**config.mk**
```make
export PLATFORM = sky130hd
export DESIGN_NAME = kbd_fifo
export DESIGN_NICKNAME = d
export VERILOG_FILES = /design/src/rtl/kbd_fifo.sv
export SDC_FILE = /design/constraint.sdc
export NUM_CORES = 1
export LEC_CHECK = 0
export ABC_AREA = 1
export BUFFER_PORTS_ARGS = -buffer_cell sky130_fd_sc_hd__buf_4
export CAP_MARGIN = 10
export CORE_UTILIZATION = 45
export CTS_BUF_LIST = sky130_fd_sc_hd__clkbuf_4 sky130_fd_sc_hd__clkbuf_8 sky130_fd_sc_hd__clkbuf_16
export DETAILED_ROUTE_END_ITERATION = 7
export PLACE_DENSITY = 0.62
export SLEW_MARGIN = 15
export SYNTH_ARGS = -nofsm -noshare
export SYNTH_HDL_FRONTEND = slang
export SYNTH_SLANG_ARGS = --single-unit
```
**constraint.sdc**
```tcl
create_clock -name clock -period 3.3 [get_ports clock]
set_input_delay 0 -clock clock [delete_from_list [all_inputs] [get_ports clock]]
set_output_delay 0 -clock clock [all_outputs]
set_load 0.05 [all_outputs]
```
**src/rtl/kbd_fifo.sv**
```systemverilog
// rtl/kbd_fifo.sv - PS/2 set-2 prefix decoder feeding a show-ahead scancode FIFO
// Prefix bytes (E0/F0) fold into per-entry flags; 00/FF receiver error codes are discarded.
module kbd_fifo #(
  parameter int DEPTH_LOG2 = 4
) (
  input  logic                  clock,
  input  logic                  reset_n,
  input  logic [7:0]            ps2_data,
  input  logic                  ps2_hit,
  input  logic                  rd,
  input  logic                  clr,
  output logic [7:0]            kb_data,
  output logic [1:0]            kb_flags,
  output logic [DEPTH_LOG2:0]   kb_count,
  output logic [7:0]            kb_status
);

  localparam int DEPTH = 1 << DEPTH_LOG2;
  localparam logic [DEPTH_LOG2:0] FULL_CNT = (DEPTH_LOG2 + 1)'(DEPTH);

  typedef enum logic [1:0] {
    IDLE   = 2'd0,
    EXT    = 2'd1,
    REL    = 2'd2,
    EXTREL = 2'd3
  } state_t;

  state_t                  state_q, state_d;
  logic [DEPTH_LOG2-1:0]   wr_ptr_q, wr_ptr_d;
  logic [DEPTH_LOG2-1:0]   rd_ptr_q, rd_ptr_d;
  logic [DEPTH_LOG2:0]     count_q, count_d;
  logic                    ovf_q, ovf_d;
  logic [9:0]              mem_q [DEPTH];

  logic                    is_e0, is_f0, is_err;
  logic                    push_req;
  logic [1:0]              push_flags;
  logic                    empty, full;
  logic                    do_pop, do_push;

  assign is_e0  = (ps2_data == 8'hE0);
  assign is_f0  = (ps2_data == 8'hF0);
  assign is_err = (ps2_data == 8'h00) || (ps2_data == 8'hFF);

  always_comb begin
    state_d    = state_q;
    push_req   = 1'b0;
    push_flags = 2'b00;
    if (ps2_hit) begin
      unique case (state_q)
        IDLE: begin
          if (is_e0)       state_d = EXT;
          else if (is_f0)  state_d = REL;
          else if (!is_err) push_req = 1'b1;
        end
        EXT: begin
          if (is_f0)       state_d = EXTREL;
          else if (is_e0)  state_d = EXT;
          else begin
            state_d    = IDLE;
            push_req   = !is_err;
            push_flags = 2'b10;
          end
        end
        REL: begin
          if (is_e0)       state_d = EXTREL;
          else if (is_f0)  state_d = REL;
          else begin
            state_d    = IDLE;
            push_req   = !is_err;
            push_flags = 2'b01;
          end
        end
        EXTREL: begin
          if (is_e0 || is_f0) state_d = EXTREL;
          else begin
            state_d    = IDLE;
            push_req   = !is_err;
            push_flags = 2'b11;
          end
        end
        default: state_d = IDLE;
      endcase
    end
    // Flush wins over any byte arriving in the same cycle.
    if (clr) begin
      state_d  = IDLE;
      push_req = 1'b0;
    end
  end

  assign empty = (count_q == '0);
  assign full  = (count_q == FULL_CNT);

  // A pop in the same cycle frees the slot, so a push while full still lands.
  assign do_pop  = rd && !empty && !clr;
  assign do_push = push_req && (!full || do_pop);

  always_comb begin
    wr_ptr_d = wr_ptr_q;
    rd_ptr_d = rd_ptr_q;
    count_d  = count_q;
    ovf_d    = ovf_q;
    if (clr) begin
      wr_ptr_d = '0;
      rd_ptr_d = '0;
      count_d  = '0;
      ovf_d    = 1'b0;
    end else begin
      if (do_push) wr_ptr_d = wr_ptr_q + 1'b1;
      if (do_pop)  rd_ptr_d = rd_ptr_q + 1'b1;
      if (do_push && !do_pop)      count_d = count_q + 1'b1;
      else if (do_pop && !do_push) count_d = count_q - 1'b1;
      if (push_req && !do_push)    ovf_d = 1'b1;
    end
  end

  always_ff @(posedge clock or negedge reset_n) begin
    if (!reset_n) begin
      state_q  <= IDLE;
      wr_ptr_q <= '0;
      rd_ptr_q <= '0;
      count_q  <= '0;
      ovf_q    <= 1'b0;
    end else begin
      state_q  <= state_d;
      wr_ptr_q <= wr_ptr_d;
      rd_ptr_q <= rd_ptr_d;
      count_q  <= count_d;
      ovf_q    <= ovf_d;
    end
  end

  always_ff @(posedge clock) begin
    if (do_push) mem_q[wr_ptr_q] <= {push_flags, ps2_data};
  end

  // Head is masked while empty so every output reads zero straight out of reset.
  assign kb_data   = empty ? 8'h00 : mem_q[rd_ptr_q][7:0];
  assign kb_flags  = empty ? 2'b00 : mem_q[rd_ptr_q][9:8];
  assign kb_count  = count_q;
  assign kb_status = {!empty, ovf_q, full, 5'b00000};

endmodule
```
==> impl_metrics.py <==
metrics = {
    "global_routing": {
        "grt.overflow.total": 0,
        "grt_antenna_before_repair": 0,
        "grt.met2_usage_pct": 34.4,
        "grt.met3_usage_pct": 3.92,
        "grt-busiest-layer": "met2",
        "use_met1_pct": 28.1,
        "grt_use_total_pct": 20.8,
        "grt_max_degree": 49,
        "grt_pass1_vias": 4835,
        "grt_pass1_wl_mm": 26.9,
    },
    "cts": {
        "cts.sinks": 176,
        "clockRootBuffer": "clkbuf_16",
        "clockBufferDepth": 2,
        "cts_tree": "built",
        "clk-insertion-delay-late_ns": 0.43,
        "cts-resized-gates": 0,
        "cts_max_level": 4,
        "numCtsBuffers": 17,
        "clkTransAtPathRegs_ns": 0.06,
    },
    "synth": {
        "synth_edf_count": 160,
        "synth_cells": 645,
        "synth.top_cell.area_share_pct": 63.2,
        "syn-mean-instance-area_um2": 11.8,
        "ys_top_cells_by_area": "edfxtp_1, nand2_1, dfrtp_1, nor2_1, o21ai_0",
        "synth_cell_types": 36,
        "synth_warnings": 0,
        "syn_area_um2": 7600,
        "ys_seq_area_share_pct": 68.5,
        "synth_ff_type": "edfxtp_1",
        "netlist_top_cells_count": "edfxtp_1, nand2_1, nor2_1, o21ai_0, a21oi_1",
        "synth_seq_cells": 176,
        "synthMostInstantiatedCell": "edfxtp_1",
        "synth.largest_area_cell": "edfxtp_1",
        "ys_async_sr_fraction_pct": 9.09,
    },
    "critical_path": {
        "cp_slowest_cell": "dfrtp_2",
        "cp_common_cell": "nand2_1",
        "reg2regPathDepth": 13,
        "critical_path_buf_inv_count": 3,
        "worst_path_largest_cell_delay_ns": 0.55,
        "arrival_ns": 2.68,
        "r2r-start": "kb_count[0]$_DFFE_PN0P_",
        "path_max_fanout": 28,
        "endpoint_kind": "primary output",
        "crit_type": "reg2out",
        "startpoint_type": "flip-flop",
        "crit_start": "rd_ptr_q[0]$_DFFE_PN0P_",
        "cpLargestDelayFamily": "buffers and inverters",
        "path_cells": "inv_2 -> buf_4 -> o21ai_0 -> o22ai_1 -> nand2_1 -> nand2_1 -> nand2_1 -> nor2_1 -> buf_4",
        "critical_path.endpoint": "kb_flags[1]",
        "reg2reg_to": "kb_count[4]$_DFFE_PN0P_",
        "reg2reg_slack_ns": 0.70,
        "cp_num_cells": 9,
        "worstPathRequired_ns": 3.30,
    },
    "route": {
        "wirelength_mm": 17.5,
        "first_iter_violations": 467,
        "dr_total_vias": 5039,
        "avgRoutedWirePerCell_um": 18.6,
        "ant_nets": 0,
        "first_pass_iters": 5,
        "viasPerCell": 5.38,
        "drc_errors": 0,
    },
    "sta": {
        "report.final.slew_viol_count": 0,
        "skew_ns": 0.0119,
        "setup_tns_ns": 0,
        "report.final.setup_viol": 0,
        "fmaxAchievable_mhz": 372,
        "fin_crit_ns": 2.68,
        "tightest_slew_ns": 0.811,
        "hold_viol": 0,
        "rsz0062_at_grt": "no",
        "finalCritPeriodShare_pct": 81.4,
        "slew_headroom_pct": 45.9,
    },
    "final_layout": {
        "post-route-util_pct": 53.5,
        "fillCellCount": 1401,
        "fin_nets": 726,
        "diodes": 0,
        "final_area_um2": 8840,
        "drive_gt1_share_pct": 16.2,
        "area_growth_pct": 16.4,
    },
    "placement": {
        "dp_hpwl_mm": 11.3,
        "numPortBuffers": 30,
        "dpl_cell_area_um2": 8140,
        "gp_congestion": 0.851,
    },
    "pwr": {
        "combPwrFrac_pct": 35.1,
        "switching_power_w": 0.00265,
        "pwr-share-seq_pct": 37.1,
        "ir_worst_vdd_uv": 573,
        "p_int_w": 0.00433,
        "p_leak_nw": 3.32,
        "power.density_nw_per_um2": 789,
        "p_clk_share_pct": 27.8,
        "sw_frac_of_total_pct": 38.0,
    },
    "floorplan": {
        "ioPinCount": 36,
        "die_h_um": 132,
        "num_rows": 47,
        "die_w_um": 132,
        "core_um2": 16500,
        "start_util_pct": 46.0,
        "dieArea_um2": 17400,
    },
    "run_status": {
        "status": "finished clean",
    },
    "hold_path": {
        "hp-class": "in2reg",
    },
    "job": {
        "cap_viol_max_count": 0,
    },
}
worst min-delay path: cells and delay by family:
family / cells / cell delay, ns
AO/OA/AOI/OAI: 1 / 0.05
buffers and inverters: 2 / 0.71
metrics by stage:
| stage | cells | hold WS [ns] | total power [W] | setup WS [ns] |
|---|---|---|---|---|
| global route | 936 | 0.383 | 0.00728 | 0.436 |
| finish | 936 | 0.383 | 0.00698 | 0.615 |
| global placement | 891 | -0.120 | 0.00504 | 0.850 |
| CTS | 936 | 0.375 | 0.00701 | 0.621 |
| floorplan | 649 | -0.296 | 0.00436 | 0.928 |
| detailed placement | 891 | -0.120 | 0.00506 | 0.740 |
power by group through the flow:
stage	Clock, W	Sequential (W)	Combinational (W)
floorplan	0	0.00269	0.00167
global placement	0	0.00262	0.00242
detailed placement	0	0.00263	0.00243
CTS	0.00197	0.00259	0.00245
global route	0.00205	0.00260	0.00263
finish	0.00194	0.00259	0.00245
cell type report:
class / instances / area [um^2] / area share, %
sequential: 176 / 5210 / 58.9
multi-input combinational: 414 / 2140 / 24.2
timing repair buffer: 70 / 558 / 6.31
clock buffer: 18 / 433 / 4.89
tap: 220 / 275 / 3.11
clock inverter: 14 / 141 / 1.60
inverter: 24 / 90.1 / 1.02
cell usage in the layout, fill, tap and decap left out, types with 3 or more instances in the layout:
master / Yosys / final
nor3_1: 3 / 3
o22ai_1: 20 / 20
dlygate4sd3_1: 0 / 13
nor2_1: 89 / 89
conb_1: 1 / 5
edfxtp_1: 160 / 160
clkbuf_16: 0 / 17
o21ai_0: 64 / 64
ha_1: 9 / 9
nand2_1: 123 / 123
clkinv_4: 0 / 4
nor2_4: 3 / 3
nand2_2: 8 / 8
xor2_1: 3 / 3
a21oi_1: 26 / 26
clkinv_2: 0 / 3
o21ai_1: 6 / 6
nand3_2: 3 / 3
dfrtp_1: 16 / 15
buf_4: 10 / 57
nand3_1: 9 / 9
mux2i_1: 20 / 20
a211oi_1: 10 / 10
inv_1: 18 / 18
inv_2: 6 / 6
logic make-up after synthesis:
kind of cell	count (synthesis)	synth area share, %
compound gates	130	9.39
simple gates	246	13.8
other cells	1	0.0494
mux	20	2.64
flops	176	68.5
xor+xnor	3	0.346
buf+inv	59	3.51
fa+ha+maj	10	1.75
flip-flops by register name (all words and copies together), names as in the netlist:
| name | cells |
|---|---|
| mem_q | 160 |
| kb_count | 5 |
| rd_ptr_q | 4 |
| wr_ptr_q | 4 |
| state_q | 2 |
| ovf_q | 1 |
layer usage:
| layer | wire length (um) | share of wire [%] | up-vias |
|---|---|---|---|
| met4 | 209 | 1.2 | 0 |
| li1 | - | - | 2377 |
| met3 | 959 | 5.5 | 16 |
| met1 | 7790 | 45 | 2466 |
| met2 | 8490 | 49 | 180 |
| met5 | 0 | 0 | - |
worst min path at each step:
stage	slack, ns	end	cells after the start	from
after floorplan	-0.30	kb_count[0]$_DFFE_PN0P_	0	reset_n
after global placement	-0.12	state_q[1]$_DFFE_PN0P_	1	reset_n
after detailed placement	-0.12	state_q[1]$_DFFE_PN0P_	1	reset_n
after CTS	0.37	wr_ptr_q[2]$_DFFE_PN0P_	3	clr
after global routing	0.38	wr_ptr_q[2]$_DFFE_PN0P_	3	clr
final	0.38	wr_ptr_q[2]$_DFFE_PN0P_	3	clr
timing repair:
action                     in CTS  in global routing
setup buffers                   0                  0
hold buffers                   13                  0
hold endpoints to repair      156                  0
setup endpoints to repair       0                  0
Note: power is estimated with default switching activity, not from simulation.
